## config.mk

```make
export PLATFORM = sky130hd
export DESIGN_NAME = mem_stage_access_unit_flat
export DESIGN_NICKNAME = d
export VERILOG_FILES = /design/src/rtl/mem_stage_access_unit_if.sv /design/src/rtl/mem_stage_access_unit.sv /design/src/flat_wrapper.sv
export SDC_FILE = /design/constraint.sdc
export NUM_CORES = 1
export LEC_CHECK = 0
export ABC_CLOCK_PERIOD_IN_PS = 1300
export BUFFER_PORTS_ARGS = -buffer_cell sky130_fd_sc_hd__buf_2
export CAP_MARGIN = 0
export CORE_AREA = 2 2 121 123
export DETAILED_ROUTE_END_ITERATION = 8
export DIE_AREA = 0 0 123 125
export MAX_ROUTING_LAYER = met4
export PLACE_DENSITY = 0.75
export SLEW_MARGIN = 20
export SYNTH_ARGS = -nofsm -noshare
export SYNTH_HDL_FRONTEND = slang
export SYNTH_SLANG_ARGS = --single-unit
```

## constraint.sdc

```tcl
create_clock -name clk -period 1.3 [get_ports clk]
set_input_delay 0.13 -clock clk [delete_from_list [all_inputs] [get_ports clk]]
set_output_delay 0.13 -clock clk [all_outputs]
set_load 0.01 [all_outputs]
```

## src/rtl/mem_stage_access_unit_if.sv

```systemverilog
// Data-memory request/acknowledge bus between the MEM stage (master) and data memory (slave).
interface mem_stage_access_unit_if #(
    parameter int DATA_W = 32
);
    logic              req;
    logic              we;
    logic [DATA_W-1:0] addr;
    logic [DATA_W-1:0] wdata;
    logic              ack;
    logic [DATA_W-1:0] rdata;

    modport master (output req, we, addr, wdata, input ack, rdata);
    modport slave  (input req, we, addr, wdata, output ack, rdata);
endinterface

```

## src/rtl/mem_stage_access_unit.sv

```systemverilog
// MEM stage of the 5-stage MIPS core: variable-latency load/store over a req/ack bus, stall and branch resolve.
// Optional MEM_ALIGN_CHECK_EN: reject word-misaligned accesses with a misalign_o pulse instead of a request.
module mem_stage_access_unit #(
    parameter int DATA_W   = 32,
    parameter int REG_W    = 5,
    parameter int MAX_WAIT = 15
) (
    input  logic                clk,
    input  logic                rst,
    input  logic                mem_read_i,
    input  logic                mem_write_i,
    input  logic                branch_i,
    input  logic                reg_write_i,
    input  logic                mem_to_reg_i,
    input  logic [DATA_W-1:0]   add1_i,
    input  logic                zero_i,
    input  logic [DATA_W-1:0]   alu_result_i,
    input  logic [DATA_W-1:0]   wdata_i,
    input  logic [REG_W-1:0]    rd_i,
    mem_stage_access_unit_if.master dmem,
    output logic                stall_o,
    output logic                pc_src_o,
    output logic [DATA_W-1:0]   branch_target_o,
    output logic                bus_err_o,
    output logic                misalign_o,
    output logic [DATA_W-1:0]   wb_rdata_o,
    output logic [DATA_W-1:0]   wb_alu_o,
    output logic [REG_W-1:0]    wb_rd_o,
    output logic                wb_reg_write_o,
    output logic                wb_mem_to_reg_o
);
    localparam int CNT_W = $clog2(MAX_WAIT + 1);

    typedef enum logic {IDLE, BUSY} state_t;

    typedef struct packed {
        logic [DATA_W-1:0] rdata;
        logic [DATA_W-1:0] alu;
        logic [REG_W-1:0]  rd;
        logic              reg_write;
        logic              mem_to_reg;
    } wb_t;

    state_t            state, state_nxt;
    logic [CNT_W-1:0]  cnt, cnt_nxt;
    logic              req_q, req_nxt;
    logic              we_q, we_nxt;
    logic [DATA_W-1:0] addr_q, addr_nxt;
    logic [DATA_W-1:0] wdata_q, wdata_nxt;
    wb_t               wb_q, wb_nxt, wb_in;
    logic              bus_err_q, bus_err_nxt;
    logic              access, misaligned;

    assign access = mem_read_i | mem_write_i;

`ifdef MEM_ALIGN_CHECK_EN
    logic misalign_q;

    assign misaligned = access & (alu_result_i[1:0] != 2'b00);

    always_ff @(posedge clk) begin
        if (rst) misalign_q <= 1'b0;
        else     misalign_q <= (state == IDLE) & misaligned;
    end

    assign misalign_o = misalign_q;
`else
    assign misaligned = 1'b0;
    assign misalign_o = 1'b0;
`endif

    // MEM/WB image of the instruction currently held in EX/MEM
    always_comb begin
        wb_in            = '0;
        wb_in.alu        = alu_result_i;
        wb_in.rd         = rd_i;
        wb_in.reg_write  = reg_write_i;
        wb_in.mem_to_reg = mem_to_reg_i;
    end

    always_ff @(posedge clk) begin
        if (rst) begin
            state     <= IDLE;
            cnt       <= '0;
            req_q     <= 1'b0;
            we_q      <= 1'b0;
            addr_q    <= '0;
            wdata_q   <= '0;
            wb_q      <= '0;
            bus_err_q <= 1'b0;
        end else begin
            state     <= state_nxt;
            cnt       <= cnt_nxt;
            req_q     <= req_nxt;
            we_q      <= we_nxt;
            addr_q    <= addr_nxt;
            wdata_q   <= wdata_nxt;
            wb_q      <= wb_nxt;
            bus_err_q <= bus_err_nxt;
        end
    end

    always_comb begin
        state_nxt   = state;
        cnt_nxt     = cnt;
        req_nxt     = req_q;
        we_nxt      = we_q;
        addr_nxt    = addr_q;
        wdata_nxt   = wdata_q;
        wb_nxt      = wb_q;
        bus_err_nxt = 1'b0;
        stall_o     = 1'b0;
        case (state)
            IDLE: begin
                if (misaligned) begin
                    wb_nxt           = wb_in;
                    wb_nxt.reg_write = 1'b0;
                end else if (access) begin
                    state_nxt        = BUSY;
                    cnt_nxt          = '0;
                    req_nxt          = 1'b1;
                    we_nxt           = mem_write_i;
                    addr_nxt         = alu_result_i;
                    wdata_nxt        = wdata_i;
                    wb_nxt.reg_write = 1'b0;
                    stall_o          = 1'b1;
                end else begin
                    wb_nxt = wb_in;
                end
            end
            BUSY: begin
                if (dmem.ack) begin
                    state_nxt    = IDLE;
                    cnt_nxt      = '0;
                    req_nxt      = 1'b0;
                    wb_nxt       = wb_in;
                    wb_nxt.rdata = we_q ? '0 : dmem.rdata;
                end else if (cnt == CNT_W'(MAX_WAIT)) begin
                    // abort: the instruction leaves EX/MEM as a bubble
                    state_nxt        = IDLE;
                    cnt_nxt          = '0;
                    req_nxt          = 1'b0;
                    bus_err_nxt      = 1'b1;
                    wb_nxt.reg_write = 1'b0;
                end else begin
                    cnt_nxt          = cnt + 1'b1;
                    wb_nxt.reg_write = 1'b0;
                    stall_o          = 1'b1;
                end
            end
            default: state_nxt = IDLE;
        endcase
    end

    assign dmem.req   = req_q;
    assign dmem.we    = we_q;
    assign dmem.addr  = addr_q;
    assign dmem.wdata = wdata_q;

    assign pc_src_o        = branch_i & zero_i & ~stall_o;
    assign branch_target_o = add1_i;
    assign bus_err_o       = bus_err_q;

    assign wb_rdata_o      = wb_q.rdata;
    assign wb_alu_o        = wb_q.alu;
    assign wb_rd_o         = wb_q.rd;
    assign wb_reg_write_o  = wb_q.reg_write;
    assign wb_mem_to_reg_o = wb_q.mem_to_reg;
endmodule
```

## src/flat_wrapper.sv

```systemverilog
// flat-port wrapper written by rule: the top's interface ports become plain ports
module mem_stage_access_unit_flat 
#(
    parameter int DATA_W   = 32,
    parameter int REG_W    = 5,
    parameter int MAX_WAIT = 15
)
  (clk, rst, mem_read_i, mem_write_i, branch_i, reg_write_i, mem_to_reg_i, add1_i, zero_i, alu_result_i, wdata_i, rd_i, stall_o, pc_src_o, branch_target_o, bus_err_o, misalign_o, wb_rdata_o, wb_alu_o, wb_rd_o, wb_reg_write_o, wb_mem_to_reg_o, dmem_req, dmem_we, dmem_addr, dmem_wdata, dmem_ack, dmem_rdata);
  mem_stage_access_unit_if #(.DATA_W(DATA_W)) dmem_i ();
  input  logic clk;
  input  logic rst;
  input  logic mem_read_i;
  input  logic mem_write_i;
  input  logic branch_i;
  input  logic reg_write_i;
  input  logic mem_to_reg_i;
  input  logic [DATA_W-1:0] add1_i;
  input  logic zero_i;
  input  logic [DATA_W-1:0] alu_result_i;
  input  logic [DATA_W-1:0] wdata_i;
  input  logic [REG_W-1:0] rd_i;
  output logic stall_o;
  output logic pc_src_o;
  output logic [DATA_W-1:0] branch_target_o;
  output logic bus_err_o;
  output logic misalign_o;
  output logic [DATA_W-1:0] wb_rdata_o;
  output logic [DATA_W-1:0] wb_alu_o;
  output logic [REG_W-1:0] wb_rd_o;
  output logic wb_reg_write_o;
  output logic wb_mem_to_reg_o;
  output wire logic [$bits(dmem_i.req)-1:0] dmem_req;
  output wire logic [$bits(dmem_i.we)-1:0] dmem_we;
  output wire logic [$bits(dmem_i.addr)-1:0] dmem_addr;
  output wire logic [$bits(dmem_i.wdata)-1:0] dmem_wdata;
  input wire logic [$bits(dmem_i.ack)-1:0] dmem_ack;
  input wire logic [$bits(dmem_i.rdata)-1:0] dmem_rdata;
  assign dmem_req = dmem_i.req;
  assign dmem_we = dmem_i.we;
  assign dmem_addr = dmem_i.addr;
  assign dmem_wdata = dmem_i.wdata;
  assign dmem_i.ack = dmem_ack;
  assign dmem_i.rdata = dmem_rdata;
  mem_stage_access_unit #(.DATA_W(DATA_W), .REG_W(REG_W), .MAX_WAIT(MAX_WAIT)) u_core (.clk(clk), .rst(rst), .mem_read_i(mem_read_i), .mem_write_i(mem_write_i), .branch_i(branch_i), .reg_write_i(reg_write_i), .mem_to_reg_i(mem_to_reg_i), .add1_i(add1_i), .zero_i(zero_i), .alu_result_i(alu_result_i), .wdata_i(wdata_i), .rd_i(rd_i), .dmem(dmem_i), .stall_o(stall_o), .pc_src_o(pc_src_o), .branch_target_o(branch_target_o), .bus_err_o(bus_err_o), .misalign_o(misalign_o), .wb_rdata_o(wb_rdata_o), .wb_alu_o(wb_alu_o), .wb_rd_o(wb_rd_o), .wb_reg_write_o(wb_reg_write_o), .wb_mem_to_reg_o(wb_mem_to_reg_o));
endmodule
```

==> Word level (Yosys, flattened, before mapping) <==
Cells that the tools add are included.
{ "word_totals": {"ff_bits": 143, "out_inout_bits": 173} }
{ "classes": {"addsub": 1, "eq_ne": 5, "mux": 21, "n_bitwise": 5, "reduce_logical": 4} }
{ "op_table": {"columns": ["operator", "count"], "rows": [
  ["$pmux W71 S2", 1],
  ["$mux W69", 2],
  ["$mux W32", 1],
  ["$mux W4", 3],
  ["$mux W1", 11],
  ["$pmux W4 S2", 1],
  ["$reduce_and A2 Y1", 3],
  ["$add A4 B1 Y4 const B", 1],
  ["$eq A4 B4 Y1 const B", 1],
  ["$ne A2 B2 Y1 const B", 2],
  ["$pmux W1 S2", 2],
  ["$ne A3 B3 Y1 const B", 1],
  ["$reduce_or A3 Y1", 1],
  ["$and A1 B1 Y1", 2],
  ["$ne A2 B1 Y1 const B", 1],
  ["$not A1 Y1", 2],
  ["$or A1 B1 Y1", 1]
]} }

==> Logic depth before layout (Yosys ltp) <==
{ "logic_depth": {"ltp_word": 6, "ltp_mapped": 6, "mapped_depth_nobuf": 4} }

==> Worst setup path after synthesis <==
Ideal clock, no wire load.
{ "synth_timing": {"kind": "flip-flop to output port", "from": "register u_core.cnt[0]", "to": "output port pc_src_o", "arrival_time_ns": 1.199, "required_time_ns": 1.170, "path_slack_ns": -0.029, "path_stages_with_launch": 5, "path_cell_list": "dfxtp_1 ha_1 nand3_1 a21boi_0 o211a_1"} }
{ "synth_via": {"elab_chain_len": 6} }
{ "synth_rtl": {"columns": ["item", "line_no", "rtl"], "rows": [
  ["start: declaration", "mem_stage_access_unit.sv:45", "logic [CNT_W-1:0] cnt, cnt_nxt;"],
  ["start signal: assignment", "mem_stage_access_unit.sv:93", "cnt <= cnt_nxt;"],
  ["$eq A4 B4 Y1", "mem_stage_access_unit.sv:138", "end else if (cnt == CNT_W'(MAX_WAIT)) begin"],
  ["$mux W1", "mem_stage_access_unit.sv:138", null],
  ["$mux W1", "mem_stage_access_unit.sv:132", "if (dmem.ack) begin"],
  ["$pmux W1 S2", "mem_stage_access_unit.sv:113", "case (state)"],
  ["$not A1 Y1", "mem_stage_access_unit.sv:160", "assign pc_src_o = branch_i & zero_i & ~stall_o;"],
  ["$and A1 B1 Y1", "mem_stage_access_unit.sv:160", null],
  ["end: declaration", "flat_wrapper.sv:23", "output logic pc_src_o;"]
]} }
Every way passes these cells.

==> Worst setup path after layout <==
{ "layout_timing": {"from": "register u_core.cnt[1]", "to": "output port pc_src_o"} }
Same word-level chain as after synthesis.

==> out/qor.yml <==
outcome:
  status: "complete, but fails checks"
  violations: "negative setup slack"
timing:
  finalCritPeriodShare: 1.34
  max_freq_mhz: 572
  finClkSkew_ns: 0.0129
  tns_ns: -22.08
  slew_viol_final: 0
  worst_slew_pin_slew_ns: 0.521
  hold_viol: 0
  rsz0062_at_grt: "yes"
  maxSlewHeadroom: 0.653
  fin_ws_ns: -0.448
  period_needed_ns: 1.75
  setup_viol: 140
synthesis:
  ys_seq_elements: 143
  ys_top_cells_by_area: "dfxtp_1, a21oi_1, nand2_1"
  synth_area_leader_cell: "dfxtp_1"
  synth-async-reset-ratio: 0
  synth_cell_types: 36
  ys_seq_area_frac: 0.522
  syn_nets: 757
  ys.flop_type: "dfxtp_1"
  synth.top_cell.area_share: 0.522
  syn_area_per_cell_um2: 8.93
  synth_edf_count: 0
  synthCells: 614
  syn_area_um2: 5480
  synth_warnings: 0
power_and_ir_drop:
  netSwitchingPower_uw: 3720
  p_leak_uw: 0.00503
  vdd.ir_drop.worst_mv: 0.839
  p_sw_frac: 0.289
  combinationalPowerShare: 0.239
  power_uw: 12900
  power.share.sequential: 0.381
  cellPowerDensity_nw_per_um2: 1170
  clkPwrFrac: 0.380
  intPower_uw: 9180
clock_tree:
  numCtsBuffers: 17
  cts_tree: "done"
  clockBufferDepth: 2
  clock_sinks: 143
  clkTransAtPathRegs_ns: 0.06
  cts_max_level: 4
  cts_root_buf: "clkbuf_16"
  worstSkewPairLatency_ns: 0.43
placement:
  dp_hpwl_mm: 10.5
  gp_congestion: 0.785
  place_inst: 993
  placed_cell_area_um2: 6770
  place.port_buffers: 249
die:
  ios: 315
  initial_core_util: 0.386
  fp.dieW_um: 123
  coreArea_um2: 14200
  die-area_um2: 15400
  die_h_um: 125
  std_cell_rows: 44
critical_path:
  startpoint: "u_core.cnt[1]"
  worstPathRequired_ns: 1.17
  path_max_fanout: 4
  crit_buf_inv: 2
  cp-start-kind: "flop"
  critPathMaxStageDelay_ns: 0.35
  critPathArrivalTime_ns: 1.62
  slowest_stage: "dfxtp_2"
  cpLargestDelayFamily: "flip-flops"
  critPathKind: "reg2out"
  worst_r2r_startpoint: "u_core.state"
  crit_chain: "ha_4 > nand3_2 > a21boi_1 > buf_4 > o211a_1 > buf_6"
  cp-end-kind: "output port"
route:
  post_drt_wl_per_cell_um: 21.9
  dr_total_vias: 6340
  drc: 0
  ant_nets: 0
  finalWirelength_mm: 26.0
  drt_first_pass_iters: 5
  avgViaCountPerCell: 5.35
  drt_iter0_markers: 347
global_routing:
  grt_max_degree: 75
  grt_pass1_wl_mm: 34.2
  track_usage: 0.302
  antenna_found_initial: 1
  grt_overflow: 0
  grt_pass1_vias: 6291
final_layout:
  final_cells: 1186
  drive_above_1_share: 0.644
  mostFrequentLayoutCell: "buf_2"
  stdcell_area_um2: 11000
  fin_nets: 1131
  final_util: 0.777
  syn2layout_area_growth_pct: 101
  fillers: 819
  mostFrequentLayoutCells: "buf_2, dfxtp_1, dlygate4sd3_1"
worst_hold_path:
  min-delay-start: "dmem_rdata[1]"
  hold_path_class: "in2reg"
run:
  max-cap-violations: 0
worst paths after layout:
| path | endpoint | slack, ns | depth (start not counted) |
|---|---|---|---|
| worst max-delay path | pc_src_o | -0.45 | 6 |
| worst min-delay path | u_core.wb_rdata_o[1] | 0.01 | 3 |
| worst max register to register | u_core.dmem.wdata[6] | -0.23 | 8 |
| worst min register to register | u_core.dmem.wdata[31] | 0.45 | 2 |
timing repair:
action	in CTS	in global routing
pin swaps	135	85
setup endpoints to repair	139	140
buffers inserted	25	18
hold endpoints to repair	129	0
cloned	23	8
hold buffers	101	0
resized for setup	204	251
cells in the mapped netlist, drive strengths merged (2+ instances only):
master  instances
dfxtp         143
buf            66
a21oi         111
o21ai          38
or3             2
o211a           2
a22o           26
nor2            4
clkbuf         17
nor3            6
nand2b          2
nand4b          6
nand2         131
nand3          46
layer usage:
metal,up-vias,track usage,share of wire
met5,-,-,0
met4,0,0.153,0.045
met3,99,0.0721,0.063
met2,314,0.503,0.52
met1,3053,0.331,0.37
li1,2874,-,-
stage by stage:
stage | hold slack, ns | setup WS [ns]
floorplan | 0.259 | 0.0170
global placement | 0.260 | -0.282
detailed placement | 0.260 | -0.306
CTS | 0.0121 | -0.382
global route | 0.0188 | -0.502
finish | 0.0115 | -0.448
worst reg2reg max path: cells and delay by family (launching register included):
family | cells | cell delay, ns
DFF | 1 | 0.36
buffers and inverters | 5 | 0.66
and+or+nand+nor | 1 | 0.07
AOI/OAI and AO/OA | 2 | 0.29
flip-flops by register name, indices dropped and copies added (netlist names):
name,cells
u_core.dmem.req,1
u_core.wb_alu_o,32
u_core.wb_reg_write_o,1
u_core.bus_err_o,1
u_core.state,1
u_core.dmem.wdata,32
u_core.cnt,4
u_core.wb_mem_to_reg_o,1
u_core.dmem.we,1
u_core.dmem.addr,32
u_core.wb_rdata_o,32
u_core.wb_rd_o,5
cells by family (layout without fill, tap and decap cells):
logic type      after synthesis  in the layout  share of synthesized area
other cells                   1              2                   0.000684
compound gates              182            183                      0.199
buf+inv                      84            469                      0.105
fa+ha+maj                     1              1                    0.00228
flops                       143            143                      0.522
simple gates                202            203                      0.169
mux                           1              1                    0.00183
area by class of cell:
class / instances / area, µm² / area share
Clock buffer: 23 / 478 / 0.0433
Timing Repair Buffer: 436 / 3670 / 0.333
Inverter: 1 / 3.75 / 0.000340
Clock inverter: 9 / 109 / 0.00986
Tap cell: 184 / 230 / 0.0209
Antenna cell: 1 / 2.50 / 0.000227
Sequential cell: 143 / 2870 / 0.260
Multi-Input combinational cell: 389 / 3670 / 0.333
power groups by stage:
stage / clock [µW] / combinational, µW / sequential (µW)
global placement: 0 / 1460 / 4870
global route: 5150 / 3240 / 4930
detailed placement: 0 / 1480 / 4880
CTS: 4930 / 2620 / 4840
floorplan: 0 / 775 / 5000
finish: 4900 / 3090 / 4910
No activity file was read; power rests on OpenSTA's default activity.
